--- src/rtl/digit_stroker.sv ---
// digit_stroker: walks a digit's stroke table and rasterises pen-down segments into a pixel stream
module digit_stroker #(
  parameter int MAX_IDX = 31,
  parameter int ERR_W   = 10
) (
  input  logic       clk,
  input  logic       rst,
  input  logic       start,
  input  logic [3:0] digit,
  input  logic [7:0] org_x,
  input  logic [7:0] org_y,
  output logic [4:0] idx,
  output logic [3:0] select,
  input  logic [7:0] seg_start_x,
  input  logic [7:0] seg_start_y,
  input  logic [7:0] seg_end_x,
  input  logic [7:0] seg_end_y,
  input  logic       seg_pen,
  output logic       pix_valid,
  input  logic       pix_ready,
  output logic [7:0] pix_x,
  output logic [7:0] pix_y,
  output logic       busy,
  output logic       done
);
  typedef enum logic [2:0] {IDLE, FETCH, SETUP, STEP, NEXT, DONE} state_t;
  localparam logic [4:0] LAST = 5'(MAX_IDX);
  state_t state_q;
  logic [4:0] idx_q;
  logic [3:0] sel_q;
  logic [7:0] org_x_q, org_y_q, sx_q, sy_q, ex_q, ey_q, cx_q, cy_q, pix_x_q, pix_y_q;
  logic valid_q, busy_q, done_q, stx_neg_q, sty_neg_q;
  logic signed [ERR_W-1:0] dx_q, dy_q, err_q, e2, err_d, adx, ady;
  logic [7:0] dxa, dya, cx_d, cy_d;
  logic step_x, step_y, at_end, term;
  assign idx       = idx_q;
  assign select    = sel_q;
  assign pix_valid = valid_q;
  assign pix_x     = pix_x_q;
  assign pix_y     = pix_y_q;
  assign busy      = busy_q;
  assign done      = done_q;
  // Segment deltas for SETUP and the next Bresenham position for STEP
  always_comb begin
    dxa    = ex_q >= sx_q ? ex_q - sx_q : sx_q - ex_q;
    dya    = ey_q >= sy_q ? ey_q - sy_q : sy_q - ey_q;
    adx    = ERR_W'(dxa);
    ady    = ERR_W'(dya);
    e2     = err_q <<< 1;
    step_x = e2 >= dy_q;
    step_y = e2 <= dx_q;
    err_d  = err_q + (step_x ? dy_q : '0) + (step_y ? dx_q : '0);
    cx_d   = step_x ? (stx_neg_q ? cx_q - 8'd1 : cx_q + 8'd1) : cx_q;
    cy_d   = step_y ? (sty_neg_q ? cy_q - 8'd1 : cy_q + 8'd1) : cy_q;
    at_end = cx_q == ex_q && cy_q == ey_q;
    term   = seg_start_x == 8'd0 && seg_start_y == 8'd0 && seg_end_x == 8'd0 && seg_end_y == 8'd0 && !seg_pen;
  end
  // Stroke sequencer and rasteriser with registered outputs
  always_ff @(posedge clk or posedge rst) begin
    if (rst) begin
      state_q   <= IDLE;
      idx_q     <= '0;
      sel_q     <= '0;
      org_x_q   <= '0;
      org_y_q   <= '0;
      sx_q      <= '0;
      sy_q      <= '0;
      ex_q      <= '0;
      ey_q      <= '0;
      cx_q      <= '0;
      cy_q      <= '0;
      pix_x_q   <= '0;
      pix_y_q   <= '0;
      valid_q   <= 1'b0;
      busy_q    <= 1'b0;
      done_q    <= 1'b0;
      stx_neg_q <= 1'b0;
      sty_neg_q <= 1'b0;
      dx_q      <= '0;
      dy_q      <= '0;
      err_q     <= '0;
    end else begin
      case (state_q)
        IDLE: if (start) begin
          sel_q   <= digit;
          org_x_q <= org_x;
          org_y_q <= org_y;
          idx_q   <= '0;
          busy_q  <= 1'b1;
          state_q <= FETCH;
        end
        FETCH: begin
          sx_q    <= seg_start_x;
          sy_q    <= seg_start_y;
          ex_q    <= seg_end_x;
          ey_q    <= seg_end_y;
          done_q  <= term;
          state_q <= term ? DONE : seg_pen ? SETUP : NEXT;
        end
        SETUP: begin
          dx_q      <= adx;
          dy_q      <= -ady;
          err_q     <= adx - ady;
          stx_neg_q <= ex_q < sx_q;
          sty_neg_q <= ey_q < sy_q;
          cx_q      <= sx_q;
          cy_q      <= sy_q;
          pix_x_q   <= org_x_q + sx_q;
          pix_y_q   <= org_y_q + sy_q;
          valid_q   <= 1'b1;
          state_q   <= STEP;
        end
        STEP: if (pix_ready) begin
          if (at_end) begin
            valid_q <= 1'b0;
            state_q <= NEXT;
          end else begin
            err_q   <= err_d;
            cx_q    <= cx_d;
            cy_q    <= cy_d;
            pix_x_q <= org_x_q + cx_d;
            pix_y_q <= org_y_q + cy_d;
          end
        end
        NEXT: begin
          done_q  <= idx_q == LAST;
          idx_q   <= idx_q == LAST ? idx_q : idx_q + 5'd1;
          state_q <= idx_q == LAST ? DONE : FETCH;
        end
        DONE: begin
          done_q  <= 1'b0;
          busy_q  <= 1'b0;
          state_q <= IDLE;
        end
        default: state_q <= IDLE;
      endcase
    end
  end
endmodule

--- config.mk ---
export PLATFORM = sky130hd
export DESIGN_NAME = digit_stroker
export DESIGN_NICKNAME = d
export VERILOG_FILES = /design/src/rtl/digit_stroker.sv
export SDC_FILE = /design/constraint.sdc
export NUM_CORES = 1
export LEC_CHECK = 0
export BUFFER_PORTS_ARGS = -buffer_cell sky130_fd_sc_hd__buf_2
export CAP_MARGIN = 20
export CORE_ASPECT_RATIO = 2
export CORE_MARGIN = 3
export CORE_UTILIZATION = 30
export DETAILED_ROUTE_END_ITERATION = 10
export PLACE_DENSITY = 0.56
export RECOVER_POWER = 100
export SYNTH_ARGS = -nofsm -noshare
export SYNTH_HDL_FRONTEND = slang
export SYNTH_SLANG_ARGS = --single-unit
--- constraint.sdc ---
create_clock -name clk -period 8.6 [get_ports clk]
set_input_delay 1.72 -clock clk [delete_from_list [all_inputs] [get_ports clk]]
set_output_delay 1.72 -clock clk [all_outputs]
set_load 0.03 [all_outputs]
## Word-level counts from Yosys, hierarchy flattened

Index checks and enable logic that the tools add are counted.
Widths: inputs -> output; s select.

| storage, ports and cells | value |
|---|---|
| flip-flop bits (word level) | 125 |
| output and inout port bits | 28 |
| logic and storage cells | 117 |
| input port bits | 57 |

| cells by class | value |
|---|---|
| mux-type cells | 39 |
| equality and inequality tests | 13 |
| reduce and logical (&&, ||, !) cells | 21 |
| order comparisons | 6 |
| add/subtract/negate cells | 17 |

Operator list:

| cell | number |
|---|---|
| $mux 8 | 15 |
| $pmux 8 s2 | 4 |
| $add 8x8->8 | 4 |
| $logic_not 8->1 | 4 |
| $sub 8x8->8 | 4 |
| $mux 10 | 3 |
| $pmux 10 s2 | 1 |
| $mux 3 | 6 |
| $add 8x1->8 const B | 2 |
| $eq 8x8->1 | 2 |
| $ge 8x8->1 | 2 |
| $lt 8x8->1 | 2 |
| $sub 8x1->8 const B | 2 |
| $pmux 3 s5 | 1 |
| $reduce_and 3->1 | 4 |
| $add 10x10->10 | 1 |
| $add 10x8->10 | 1 |
| $ge 10x10->1 | 1 |
| $le 10x9->1 | 1 |
| $mux 5 | 2 |
| $ne 2x2->1 const B | 5 |
| $neg 8->10 | 1 |
| $pmux 5 s2 | 1 |
| $sub 8x8->9 | 1 |
| 14 further kinds | 26 |

## Logic depth before layout (Yosys ltp)

| logic depth | value |
|---|---|
| depth after elaboration | 7 |
| mapped depth | 22 |
| mapped depth without buffers | 21 |

## Worst setup path before layout

Ideal clock, no wire load.

| timing | value |
|---|---|
| path kind | reg-to-reg |
| from | reg err_q[2] |
| to | reg err_q[8] |
| required time | 8496 ps |
| path slack | 4276 ps |
| setup time | 104 ps |
| data arrival time | 4220 ps |
| stages on the path, launching flop included | 19 |
| clock period less this slack | 4324 ps |
| buffers on the path | 1 |
| cells stage by stage | dfrtp_1 > ha_1 > a21o_1 > a21o_1 > a221o_1 > a21oi_1 > o21ai_1 > clkbuf_1 > and2_1 > fa_1 > ha_1 > a21o_1 > a21oi_1 > o21bai_1 > a21oi_1 > o21bai_1 > a21oi_1 > xnor3_1 > o311ai_1 |

| on the way | value |
|---|---|
| cells in the longest elaborated chain, start to end | 7 |
| elaborated cells on any way between the ends | 9 |
| those cells by class | add/sub (2); order compare (2); mux (5) |

RTL lines:

| item | line | source |
|---|---|---|
| from (decl) | 33 | `logic signed [ERR_W-1:0] dx_q, dy_q, err_q, e2, err_d, adx, ady;` |
| from (signal assigned) | 103 | `err_q <= adx - ady;` |
| from (signal assigned) | 118 | `err_q <= err_d;` |
| $ge 10x10->1 | 50 | `step_x = e2 >= dy_q;` |
| $mux 10 | 52 | `err_d = err_q + (step_x ? dy_q : '0) + (step_y ? dx_q : '0);` |
| $add 10x10->10 | 52 |  |
| $add 10x8->10 (*) | 52 |  |
| $mux 10 (*) | 114 | `if (at_end) begin` |
| $mux 10 (*) | 113 | `STEP: if (pix_ready) begin` |
| $pmux 10 s2 (*) | 83 | `case (state_q)` |

Every way passes the cells marked *; elsewhere a longest branch is shown, timed or not. The select of a mux whose other input is x is not followed.
A chain may end at the register's enable or synchronous reset.

## Worst setup path after layout

| timing | value |
|---|---|
| from | reg ex_q[0] |
| to | reg err_q[7] |

| on the way | value |
|---|---|
| cells in the longest elaborated chain, start to end | 4 |
| elaborated cells on any way between the ends | 10 |
| those cells by class | add/sub (3); order compare (1); eq/ne (2); mux (2); reduce/logical (2) |

RTL lines:

| item | line | source |
|---|---|---|
| from (decl) | 31 | `logic [7:0] org_x_q, org_y_q, sx_q, sy_q, ex_q, ey_q, cx_q, cy_q, pix_x_q, pix_y_q;` |
| from (signal assigned) | 95 | `ex_q <= seg_end_x;` |
| $sub 8x8->8 or $ge 8x8->1 (tied branches) | 45 | `dxa = ex_q >= sx_q ? ex_q - sx_q : sx_q - ex_q;` |
| $mux 8 (*) | 45 |  |
| net dxa[7] | 34 | `logic [7:0] dxa, dya, cx_d, cy_d;` |
| $sub 8x8->9 (*) | 103 |  |
| $pmux 10 s2 (*) | 83 |  |

Mark *: on every way through the listed nets, which the timed path passes. The rest lies on a longest branch.

==> run_results.csv <==
group,metric,value,unit
clock_tree,cts_resized,0,
placed_design,post-place-ws,4.02,ns
timing,fin_skew,0.0135,ns
clock_tree,tritoncts,"built",
finish,area_growth,15.0,%
timing,timing.hold.ws,0.484,ns
floorplan,dieHeight,252,um
logic_synthesis,synth_area,9080,um^2
status,failed_checks,"capacitance limit, slew limit",
timing,max_freq,210,MHz
placed_design,dp_hpwl,21200,um
logic_synthesis,yosys-top-cells-area,"dfrtp_1, ha_1, o21ai_0",
setup_path,critPathMaxFanout,9,
route,first_pass_iters,6,
grt,antenna_found_initial,0,
route,dr.first_iter.drc_count,364,
logic_synthesis,ys_seq_area_share,34.2,%
clock_tree,cts_max_level,4,
placed_design,gp_congestion,0.864,
setup_path,reg2reg_slack,3.84,ns
setup_path,crit_family,"compound AO/OA/AOI/OAI gates",
worst_hold_path,min_path_type,"reg -> reg",
clock_tree,post_cts_buffers,0,
setup_path,cp_data_arrival_time,5.06,ns
grt,grt_pass1_vias,7549,
logic_synthesis,synth_seq_cells,124,
status,status,"finished with violations",
logic_synthesis,synth_cell_types,71,
floorplan,rows,89,
clock_tree,hold_buffers,0,
timing,hold_violations,0,
clock_tree,clk_pin_slew,0.06,ns
logic_synthesis,yosys_warnings,0,
timing,rsz0062_at_grt,"false",
clock_tree,clk_path_buf_depth,2,
setup_path,cp.required,8.91,ns
logic_synthesis,synth_edf_count,0,
timing,slew_violations,232,
finish,antenna_cells,0,
timing,finalCriticalPeriod,4.76,ns
clock_tree,root_buffer,"clkbuf_16",
timing,worstMarginPinSlew,3.52,ns
placed_design,io_buffers,84,
logic_synthesis,yosysTopAreaCell,"dfrtp_1",
finish,layout_commonest_cell,"dfrtp_1",
floorplan,coreArea,29600,um^2
route,vias,7403,
clock_tree,clock_latency,0.43,ns
route,vias_per_cell,5.14,
clock_tree,cts_buffers,17,
route,remaining_drc_errors,0,
timing,max_slew_margin,-136,%
setup_path,critPathBufInv,2,
grt,grt_pass1_wl,41100,um
floorplan,dieArea,32500,um^2
grt,grt_max_degree,76,
logic_synthesis,synth_flop_cell,"dfrtp_1",
setup_path,startpoint_type,"flip-flop",
logic_synthesis,avgSynthCellArea,9.23,um^2
floorplan,dieWidth,129,um
setup_path,crit_chain,"inv_1 -> ha_1 -> inv_1 -> fa_1 -> a21o_1 -> a211oi_1 -> o221ai_1 -> mux2_1 -> nand2b_1 -> o311ai_0 -> nand2_1 -> xnor2_1 -> ha_1 -> nand3_1 -> a21oi_1 -> a41o_1 -> o31a_1",
grt,grt_usage,16.6,%
logic_synthesis,syn_nets,1149,
timing,setup_violations,0,
worst_hold_path,hold_start,"pix_x[5]",
finish,nNetsFinal,1229,
logic_synthesis,synthArstFlopShare,100,%
logic_synthesis,syn_inst,984,
setup_path,max_stage_delay,0.54,ns
logic_synthesis,yosys.area.top_type_share,34.2,%
finish,post_route_cells_drive_above_1_share,12.7,%
clock_tree,cts_sinks,124,
route,routed_wl,26500,um
grt,overflow,0,
timing,setup_slack,3.84,ns
route,ant_nets,0,
floorplan,io_pins,85,
finish,layout_common_cells,"dfrtp_1, nand2_1, o21ai_0, ha_1, inv_1",
timing,finalCritPeriodShare,55.3,%
setup_path,cp-end-kind,"flip-flop",
setup_path,slowest_stage,"mux2_1",
timing,fin_setup_tns,0,ns
route,wl_per_cell,18.4,um
floorplan,initial_core_util,30.7,%
setup_path,critPathKind,"reg -> reg",
setup_path,cp-startpoint,"ex_q[0]",
job,max_cap_viol_count,5,
setup_path,timing.rr.start,"ex_q[0]",
per-layer routing:
layer	vias to the layer above	share of wire, %	GRT usage, %
met4	0	4.7	8.14
met5	-	0	0
met1	3599	34	16.2
met3	54	2.9	2.52
li1	3588	-	-
met2	162	58	32.7
tightest hold or removal path: cells and delay by family (launching register included):
kind | cells | cell delay, ns
DFF | 1 | 0.34
and+or+nand+nor | 1 | 0.05
AOI/OAI and AO/OA | 1 | 0.06
flip-flops by register name (all words and copies together), names as in the netlist:
signal     flops
ex_q           8
cx_q           8
sty_neg_q      1
pix_y          8
dy_q          10
pix_x          8
org_x_q        8
busy           1
cy_q           8
err_q          9
dx_q           8
ey_q           8
select         4
state_q        3
sy_q           8
pix_valid      1
idx            5
stx_neg_q      1
org_y_q        8
done           1
sx_q           8
cell families after synthesis:
kind of cell	after synthesis	share of synthesized area (%)
muxes	63	7.66
adders and majority gates	108	16.4
xor gates and xnor gates	65	6.42
and+or+nand+nor	258	13.9
AOI/OAI and AO/OA	243	16.4
DFF	124	34.2
buffers and inverters	123	5.12
metrics by stage:
step	std cells	utilization [%]	instance area (um^2)
2_1_floorplan	984	-	9080
3_3_place_gp	1409	33.5	9930
3_5_place_dp	1409	33.5	9930
4_1_cts	1441	35.6	10500
5_1_grt	1441	35.3	10400
6_report	1441	35.3	10400
synthesized netlist by cell type, drive strengths merged, types with 4 or more instances:
library cell,instances
a21o,21
a21oi,59
a31oi,4
and2,17
buf,4
clkbuf,30
dfrtp,124
fa,18
ha,90
inv,88
mux2,43
mux2i,20
nand2,107
nand2b,10
nand3,14
nand4,12
nor2,42
nor2b,9
nor3,10
nor4,11
o211ai,6
o21ai,105
o21bai,9
xnor2,43
xor2,21
cell type report:
cell class                      instances  area (um^2)
Timing Repair Buffer                   95          447
Tap cell                              364          455
Multi-Input combinational cell        737         5500
Sequential cell                       124         3100
Clock inverter                          7          110
Fill cell                            3163        19200
Clock buffer                           25          495
Inverter                               89          335
worst paths after layout:
kind | end | depth (start not counted)
worst max-delay path | err_q[7] | 17
worst min-delay path | pix_x[5] | 2
worst max register to register | err_q[7] | 17
worst min register to register | pix_x[5] | 2
max in group asynchronous | dy_q[6] | 3
min in group asynchronous | select[1] | 2
Power is left out: the tool's default activity adds up to more than one toggle a clock period on the data nets, which glitch-free logic cannot reach.
